File: config.mk
export PLATFORM = sky130hd
export DESIGN_NAME = dff_rr_write_arbiter
export DESIGN_NICKNAME = d
export VERILOG_FILES = /design/src/rtl/dff_rr_write_arbiter.sv
export SDC_FILE = /design/constraint.sdc
export NUM_CORES = 1
export LEC_CHECK = 0
export BUFFER_PORTS_ARGS = -buffer_cell sky130_fd_sc_hd__buf_2
export CAP_MARGIN = 20
export CORE_MARGIN = 2
export CORE_UTILIZATION = 48
export DETAILED_ROUTE_END_ITERATION = 10
export PLACE_DENSITY_LB_ADDON = 0.15
export SLEW_MARGIN = 25
export SYNTH_ARGS = -nofsm -noshare
export SYNTH_HDL_FRONTEND = slang
export SYNTH_SLANG_ARGS = --single-unit
File: constraint.sdc
create_clock -name clk -period 2.4 [get_ports clk]
set_clock_uncertainty 0.2 [all_clocks]
set_input_delay 0.24 -clock clk [delete_from_list [all_inputs] [get_ports clk]]
set_output_delay 0.24 -clock clk [all_outputs]
set_load 0.005 [all_outputs]
File: src/rtl/dff_rr_write_arbiter.sv
// Round-robin write arbiter that owns a shared WIDTH-bit flip-flop bank (q/qb).
// One requester is granted per two-cycle IDLE -> GRANT sequence, and its word is captured on GRANT exit.
module dff_rr_write_arbiter #(
    parameter int NREQ  = 4,
    parameter int WIDTH = 8,
    parameter int IDW   = 2
) (
    input  logic                    clk,
    input  logic                    rst_n,
    input  logic [NREQ-1:0]         req,
    input  logic [NREQ*WIDTH-1:0]   d_in,
    output logic [NREQ-1:0]         gnt,
    output logic [WIDTH-1:0]        q,
    output logic [WIDTH-1:0]        qb,
    output logic                    busy,
    output logic [IDW-1:0]          last_id,
    output logic [7:0]              wr_count
);

    typedef enum logic {
        IDLE  = 1'b0,
        GRANT = 1'b1
    } state_t;

    state_t            state;
    logic [IDW-1:0]    ptr;
    logic              sel_valid;
    logic [IDW-1:0]    sel_idx;
    logic [NREQ-1:0]   sel_onehot;
    logic [WIDTH-1:0]  wdata;

    // Search starts one past the last winner, so the last winner has the lowest priority.
    always_comb begin
        // NOTE: every variable gets a default before the loops, so no path leaves it unassigned (no latch).
        sel_valid  = 1'b0;
        sel_idx    = '0;
        sel_onehot = '0;
        for (int k = 1; k <= NREQ; k++) begin
            for (int i = 0; i < NREQ; i++) begin
                if (!sel_valid && req[i] && (i == ((int'(ptr) + k) % NREQ))) begin
                    sel_valid     = 1'b1;
                    sel_idx       = IDW'(i);
                    sel_onehot[i] = 1'b1;
                end
            end
        end
    end

    // last_id holds the granted index throughout GRANT, so it selects the write slice.
    always_comb begin
        wdata = '0;
        for (int i = 0; i < NREQ; i++) begin
            if (i == int'(last_id)) begin
                wdata = d_in[i*WIDTH +: WIDTH];
            end
        end
    end

    // NOTE: all state updates use non-blocking assignments, so every register samples pre-edge values.
    always_ff @(posedge clk or negedge rst_n) begin
        if (!rst_n) begin
            state    <= IDLE;
            gnt      <= '0;
            q        <= '0;
            busy     <= 1'b0;
            last_id  <= '0;
            wr_count <= '0;
            ptr      <= IDW'(NREQ - 1);
        end else begin
            case (state)
                IDLE: begin
                    gnt <= '0;
                    if (sel_valid) begin
                        gnt     <= sel_onehot;
                        last_id <= sel_idx;
                        ptr     <= sel_idx;
                        busy    <= 1'b1;
                        state   <= GRANT;
                    end
                end
                GRANT: begin
                    // The write is committed here, even if req has since dropped.
                    q        <= wdata;
                    wr_count <= wr_count + 8'd1;
                    gnt      <= '0;
                    busy     <= 1'b0;
                    state    <= IDLE;
                end
                default: begin
                    gnt   <= '0;
                    busy  <= 1'b0;
                    state <= IDLE;
                end
            endcase
        end
    end

    // qb is derived from q by inversion, so the complement also holds during reset.
    assign qb = ~q;

endmodule

# After elaboration in Yosys (flattened, before gate mapping)

Index checks and enable logic that the tools add are counted.

Add/subtract/negate cells: 5
Muxes and demuxes: 56
Equal/unequal tests: 16
Bitwise gates (word level): 6
Reduce and logical (&&, ||, !) cells: 56

Operator list:

| cell                  | number |
|---|---|
| $logic_not A32 Y1     | 4 |
| $mux W1               | 34 |
| $mux W8               | 4 |
| $logic_and A1 B1 Y1   | 31 |
| $mux W2               | 14 |
| $eq A3 B3 Y1 const A  | 8 |
| $logic_not A1 Y1      | 15 |
| $eq A2 B3 Y1 const A  | 4 |
| $add A8 B1 Y8 const B | 1 |
| $not A8 Y8            | 1 |
| $pmux W4 S2           | 1 |
| $reduce_or A2 Y1      | 4 |
| $add A2 B1 Y2 const B | 2 |
| $add A2 B2 Y2 const B | 2 |
| $and A1 B1 Y1 const A | 4 |
| $eq A2 B2 Y1 const A  | 2 |
| $mux W4               | 1 |
| $pmux W1 S2           | 2 |
| $eq A1 B2 Y1 const A  | 1 |
| $logic_not A2 Y1      | 1 |
| $ne A2 B2 Y1 const B  | 1 |
| $reduce_and A2 Y1     | 1 |
| $not A1 Y1            | 1 |

Input bits: 38
Output and inout port bits: 31
Register bits after elaboration: 26
Word-level logic and storage cells: 146

# Logic depth before layout (Yosys ltp)

Gate-level depths: netlist of run 1.

Depth in word-level cells: 68
Depth in mapped cells: 6
Mapped depth without buffers: 4

# Least setup slack after synthesis of run 1

OpenSTA, ideal clock, no wires.

Path type: reg2reg
Start point: register ptr[0]
End point: register last_id[0]
Library setup time: 119 ps
Buffers on the path: 1
Data arrival time: 1318 ps
Slack: 763 ps
Required time: 2081 ps
Cell stages (with the launch flop): 6
Clock period less this slack: 1637 ps
Cell sequence: dfstp_2 > buf_2 > a21boi_0 > a21o_1 > a211o_1 > o21a_1

Word-level cells in the longest chain between the ends: 67
Elaborated cells on any way between the ends: 106
Those cells by class: add/sub (4); eq/ne (12); mux (31); bitwise (4); reduce/logical (55)

RTL lines:

| what                              | line | RTL |
|---|---|---|
| start: declaration                | 26   | `logic [IDW-1:0] ptr;` |
| start signal: assignment          | 68   | `ptr <= IDW'(NREQ - 1);` |
| start signal: assignment          | 76   | `ptr <= sel_idx;` |
| $add A2 B1 Y2                     | 40   | `if (!sel_valid && req[i] && (i == ((int'(ptr) + k) % NREQ))) begin` |
| $reduce_or A2 Y1 (no line)        | -    |  |
| $and A1 B1 Y1 (no line)           | -    |  |
| $logic_not A32 Y1                 | 40   |  |
| $logic_and A1 B1 Y1               | 40   |  |
| $mux W1                           | 40   |  |
| $logic_not A1 Y1                  | 40   |  |
| $logic_and A1 B1 Y1 (2 in series) | 40   |  |
| (+48 left out)                    | -    |  |
| $mux W1                           | 40   |  |
| $logic_not A1 Y1                  | 40   |  |
| $logic_and A1 B1 Y1 (2 in series) | 40   |  |
| $mux W1                           | 40   |  |
| $logic_not A1 Y1                  | 40   |  |
| $logic_and A1 B1 Y1 (2 in series) | 40   |  |
| $mux W1                           | 40   |  |
| $reduce_and A2 Y1 (no line)       | -    |  |
| end signal: assignment            | 75   | `last_id <= sel_idx;` |
| end: declaration                  | 16   | `output logic [IDW-1:0] last_id,` |

Parallel ways exist; a longest one is shown, timed or not.
A chain may end at the register's enable or synchronous reset.

# Final worst setup path of run 1

Start point: register last_id[0]
End point: register q[3]

Word-level cells in the longest chain between the ends: 5
Elaborated cells on any way between the ends: 8
Those cells by class: eq/ne (3); mux (4); reduce/logical (1)

RTL lines:

| what                   | line | RTL |
|---|---|---|
| $logic_not A2 Y1       | 53   | `if (i == int'(last_id)) begin` |
| $mux W8 (3 in series)  | 53   |  |
| $mux W8 *              | 53   |  |
| end signal: assignment | 83   | `q <= wdata;` |
| end: declaration       | 13   | `output logic [WIDTH-1:0] q,` |

Mark *: on every way between the ends. The rest lies on a longest branch, timed or not.

==> results of run 1 <==
==> routing by layer <==
metal	vias to the layer above	share of wire
met4	0	0.020
li1	559	-
met5	-	0
met2	38	0.54
met1	546	0.39
met3	6	0.048
==> final timing paths <==
kind	end	start
hold reg to reg	wr_count[7]	wr_count[7]
min in group asynchronous	wr_count[3]	rst_n
hold / removal	gnt[2]	req[2]
setup / recovery	q[3]	last_id[0]
max in group asynchronous	ptr[1]	rst_n
setup reg to reg	q[3]	last_id[0]
==> cell usage after synthesis, drive strengths merged (2+ instances only) <==
cell	n
xor2	3
dfstp	2
a21oi	5
dfrtp	24
xnor2	4
o22ai	2
o21a	2
nor4	2
inv	12
and3b	2
nor2b	2
o21ai	10
nand2	12
clkbuf	3
mux4	8
nor2	10
nand4	3
buf	6
==> sequential cells by signal, indices dropped and copies added, names as in the netlist <==
name and count:
ptr 2, wr_count 8, state 1, last_id 2, gnt 4, q 8
busy 1
==> what timing repair did <==
| item | CTS | global route |
|---|---|---|
| gates resized for setup | 0 | 0 |
| hold buffers | 1 | 0 |
| endpoints found under the hold margin | 24 | 0 |
==> cell families after synthesis <==
family,count (synthesis),synth area share
simple gates,35,0.127
compound gates,26,0.120
flops,26,0.486
buf+inv,21,0.0690
mux,9,0.143
xor+xnor,7,0.0457
fa+ha+maj,1,0.00932
==> per-stage QoR <==
step                      power [mW]  utilization  setup WS, ns  hold WS, ns  std cells
after global placement          1.62        0.620         0.737       0.0628        216
after detailed placement        1.65        0.620         0.666       0.0635        216
final                           1.84        0.638         0.681       0.0212        221
after global routing            2.00        0.638         0.540      0.00955        221
after floorplan                 1.33            -         0.763       -0.256        125
after CTS                       1.87        0.638         0.643      0.00486        221
==> power groups by stage <==
stage | sequential, mW | combinational, mW | clock, mW
global placement | 0.843 | 0.773 | 0
global route | 0.883 | 0.876 | 0.239
floorplan | 0.755 | 0.574 | 0
detailed placement | 0.859 | 0.789 | 0
finish | 0.846 | 0.783 | 0.215
CTS | 0.849 | 0.795 | 0.222
==> cell type report <==
type,instances,area (µm²)
clock buffers,4,36.3
fillers,243,982
inverters,12,45.0
multi-input cells,78,597
flip-flops and latches,26,653
well taps,31,38.8
repair buffers,70,358
==> worst min-delay path: stages <==
cell,delay [ns]
buf_2,0.15
o221ai_1,0.08
nor2_1,0.04
==> flow_metrics.env, run 1 <==
export IMPL_synth_area_leaders="dfrtp_1, mux4_2, dfstp_2"
export IMPL_clock_sinks=26
export IMPL_power_internal_mw=1.18
export IMPL_grt_use_met3=0.0323
export IMPL_gr_usage_all_layers=0.180
export IMPL_setup_worst_path_start_class="register"
export IMPL_layout_common_cells="buf_2, dfrtp_1, inv_1, nand2_1, nor2_1"
export IMPL_synth_warnings=0
export IMPL_crit_type="reg -> reg"
export IMPL_dp_hpwl_um=2290
export IMPL_dieArea_um2=3240
export IMPL_boundaryPins=69
export IMPL_combPwrFrac=0.425
export IMPL_antennaDiodeCount=0
export IMPL_syn_mean_instance_area_um2=10.7
export IMPL_drtAntennaViolNets=0
export IMPL_drtPass1Iterations=4
export IMPL_grt_ovfl_total=0
export IMPL_ys_flop_type="dfrtp_1"
export IMPL_p_seq_frac=0.459
export IMPL_dpl_cell_area_um2=1680
export IMPL_final_common_cell="buf_2"
export IMPL_outcome="complete, no violations"
export IMPL_die_w_um=56.9
export IMPL_maxSlewHeadroom=0.633
export IMPL_clkPwrFrac=0.117
export IMPL_tightest_slew_ns=0.551
export IMPL_finalHoldViolCount=0
export IMPL_powerDensity_nw_per_um2=1070
export IMPL_drt_iter0_drc=26
export IMPL_worstSetupPathDepth=3
export IMPL_cp_slowest_cell="dfrtp_1"
export IMPL_remaining_drc_errors=0
export IMPL_maxSlewViolCount=0
export IMPL_drt_wirelength_per_cell_um=13.1
export IMPL_clkLatencyLatePin_ns=0.31
export IMPL_clk_pin_slew_ns=0.14
export IMPL_period_needed_ns=1.72
export IMPL_critPathRequiredTime_ns=2.41
export IMPL_switching_power_mw=0.668
export IMPL_port_buffers=68
export IMPL_synth_top_area_frac=0.447
export IMPL_finalCritPeriodShare=0.716
export IMPL_netSwitchingFraction=0.362
export IMPL_cap_violations=0
export IMPL_gp_congestion=0.771
export IMPL_end_kind="register"
export IMPL_grt_antenna_before_repair=0
export IMPL_netlist_area_um2=1340
export IMPL_die_h_um=56.9
export IMPL_leakagePower_nw=0.901
export IMPL_synth_top_cell_by_area="dfrtp_1"
export IMPL_viasPerCell=5.20
export IMPL_worst_ir_drop_vdd_v=0.000821
export IMPL_cts_setup_buffers=0
export IMPL_rows=19
export IMPL_stdcell_area_um2=1730
export IMPL_path_cells="mux4_2, nand2_1, o21ai_1"
export IMPL_reg2reg_depth=3
export IMPL_cts_tree="built"
export IMPL_htree_levels=1
export IMPL_arrival_ns=1.72
export IMPL_clockBufferDepth=2
export IMPL_rsz0062_at_grt="no"
export IMPL_setup_violations=0
export IMPL_path_buf_inv=0
export IMPL_grt_start_max_net_pins=27
export IMPL_synth_async_reset_ratio=1.00
export IMPL_cts_made_buffers=3
export IMPL_whs_path_depth=3
export IMPL_top_usage_layer="met2"
export IMPL_final_nets=230
export IMPL_fmax_mhz=582
export IMPL_grt_pass1_vias=1054
export IMPL_critical_path_max_stage_delay_ns=0.70
export IMPL_cts_root_buf="clkbuf_4"
export IMPL_ff2ff_setup_slack_ns=0.68
export IMPL_ys_ff_latch=26
export IMPL_syn_inst=125
export IMPL_drive_gt1_frac=0.442
export IMPL_wl_um=2890
export IMPL_use_met1=0.216
export IMPL_initial_core_util=0.495
export IMPL_fp_coreArea_um2=2710
export IMPL_synth_cell_types=33
export IMPL_fin_setup_tns_ns=0
export IMPL_grt_pass1_wl_um=4510
export IMPL_hold_path_class="in -> reg"
export IMPL_crit_family="flip-flops"
export IMPL_ys_seq_area_frac=0.486
export IMPL_num_vias=1149
export IMPL_critPathMaxFanout=10
export IMPL_met2_usage=0.317
export IMPL_synth_edf_count=0
export IMPL_syn_to_final_growth_pct=28.7
export IMPL_syn_nets=164
(Power assumes the default switching activity.)
==> inputs of run 2 (changes only) <==
--- a/config.mk
+++ b/config.mk
@@ -8,7 +8,7 @@
 export BUFFER_PORTS_ARGS = -buffer_cell sky130_fd_sc_hd__buf_2
 export CAP_MARGIN = 20
 export CORE_MARGIN = 2
-export CORE_UTILIZATION = 48
+export CORE_UTILIZATION = 45
 export DETAILED_ROUTE_END_ITERATION = 10
 export PLACE_DENSITY_LB_ADDON = 0.15
 export SLEW_MARGIN = 25
==> constraint.sdc (replaced) <==
create_clock -name clk -period 1.8 [get_ports clk]
set_clock_uncertainty 0.2 [all_clocks]
set_input_delay 0.18 -clock clk [delete_from_list [all_inputs] [get_ports clk]]
set_output_delay 0.18 -clock clk [all_outputs]
set_load 0.005 [all_outputs]
==> flow_metrics.env, run 2 (synthesized netlist as in run 1, its figures left out) <==
export IMPL_outcome="complete, but fails checks"
export IMPL_violations="design-rule violations"
export IMPL_worst_ir_drop_vdd_v=0.000961
export IMPL_remaining_drc_errors=5
export IMPL_fmax_mhz=590
export IMPL_crit_family="compound AO/OA/AOI/OAI gates"
export IMPL_dp_hpwl_um=2340
export IMPL_maxSlewViolCount=0
export IMPL_period_needed_ns=1.69
export IMPL_htree_levels=1
export IMPL_hold_slack_ns=0.0725
export IMPL_clkLatencyLatePin_ns=0.32
export IMPL_leakagePower_nw=0.928
export IMPL_hold_path_class="in -> reg"
export IMPL_syn_to_final_growth_pct=33.5
export IMPL_finalCritPeriodShare=0.941
export IMPL_end_kind="register"
export IMPL_fp_coreArea_um2=2810
export IMPL_wl_um=3140
export IMPL_cap_violations=0
export IMPL_reg_largest_list="q (8), wr_count (8), gnt (4)"
export IMPL_finalHoldViolCount=0
export IMPL_antennaDiodeCount=0
export IMPL_cts_root_buf="clkbuf_4"
export IMPL_final_common_cell="buf_2"
export IMPL_gr_usage_all_layers=0.186
export IMPL_drtPass1Iterations=7
export IMPL_clk_pin_slew_ns=0.14
export IMPL_boundaryPins=69
export IMPL_die_h_um=58.6
export IMPL_num_vias=1219
export IMPL_power_total_mw=2.53
export IMPL_powerDensity_nw_per_um2=1410
export IMPL_viasPerCell=5.37
export IMPL_critPathRequiredTime_ns=1.84
export IMPL_fin_setup_tns_ns=0
export IMPL_cts_made_buffers=3
export IMPL_gp_congestion=0.886
export IMPL_grt_start_max_net_pins=27
export IMPL_n_fill_cell=242
export IMPL_port_buffers=68
export IMPL_drt_iter0_drc=50
export IMPL_critical_path_max_stage_delay_ns=0.65
export IMPL_stdcell_area_um2=1790
export IMPL_final_nets=236
export IMPL_tightest_slew_ns=0.566
export IMPL_dpl_cell_area_um2=1700
export IMPL_layout_common_cells="buf_2, dfrtp_1, inv_1, nand2_1, nor2_1"
export IMPL_clockBufferDepth=2
export IMPL_setup_worst_path_start_class="register"
export IMPL_cts_tree="built"
export IMPL_dp_slack_ns=0.167
export IMPL_dieArea_um2=3440
export IMPL_crit_type="reg -> reg"
export IMPL_initial_core_util=0.479
export IMPL_grt_antenna_before_repair=0
export IMPL_rsz0062_at_grt="no"
export IMPL_clock_sinks=26
export IMPL_arrival_ns=1.73
export IMPL_rows=19
export IMPL_drtAntennaViolNets=0
export IMPL_die_w_um=58.6
export IMPL_grt_pass1_wl_um=4790
export IMPL_drive_gt1_frac=0.449
export IMPL_setup_violations=0
export IMPL_grt_ovfl_total=0
export IMPL_critPathMaxFanout=10
export IMPL_layout_setup_ws_ns=0.106
export IMPL_cp_slowest_cell="dfstp_2"
export IMPL_drt_wirelength_per_cell_um=13.8
export IMPL_grt_pass1_vias=1131
export IMPL_path_buf_inv=0
export IMPL_path_cells="a21boi_0, a21o_1, a211o_1, o21a_1"
export IMPL_maxSlewHeadroom=0.623
-- run 2: cell count changes in the layout (fill, tap and decap cells not counted), sizes merged --
cell / change
dlygate4sd3: +4
buf: +2
-- run 2: layout make-up --
type | count | area, µm² | area share
Timing Repair Buffer | 76 | 413 | 0.230
Inverter | 12 | 45.0 | 0.0251
Sequential cell | 26 | 653 | 0.365
Tap cell | 31 | 38.8 | 0.0216
Multi-Input combinational cell | 78 | 606 | 0.338
Clock buffer | 4 | 36.3 | 0.0203
-- run 2: stage by stage --
stage / util / cells
global route: 0.639 / 227
finish: 0.639 / 227
global placement: 0.605 / 218
CTS: 0.636 / 227
floorplan: - / 125
detailed placement: 0.605 / 218
-- run 2: worst paths after layout --
path / start / end / slack [ns] / cells past startpoint
max: ptr[1] / last_id[0] / 0.11 / 4
min: d_in[3] / q[3] / 0.07 / 4
max reg2reg: ptr[1] / last_id[0] / 0.11 / 4
min reg2reg: wr_count[7] / wr_count[7] / 0.27 / 1
max in group asynchronous: rst_n / ptr[0] / 0.86 / 2
min in group asynchronous: rst_n / wr_count[4] / 0.16 / 2
-- run 2: what timing repair did --
action / CTS / global route
endpoints found under the hold margin: 29 / 0
hold buffers: 5 / 0
setup buffers: 0 / 0
endpoints found under the setup margin: 0 / 4
gates resized for setup: 0 / 2
-- run 2: layer usage --
metal / wire length [µm] / GRT usage / up-vias
li1: - / - / 574
met1: 1160 / 0.201 / 585
met2: 1710 / 0.353 / 49
met3: 206 / 0.0484 / 11
met4: 65 / 0.0584 / 0
met5: 0 / 0 / -
-- run 2: power by group --
| group | switching (mW) | internal, mW |
|---|---|---|
| clock network | 0.171 | 0.124 |
| logic | 0.541 | 0.649 |
| registers | 0.212 | 0.834 |
-- run 2: worst min-delay path, stage by stage --
cell and delay (ns):
buf_2 0.07, mux4_2 0.21, nand2_1 0.05, o21ai_1 0.06
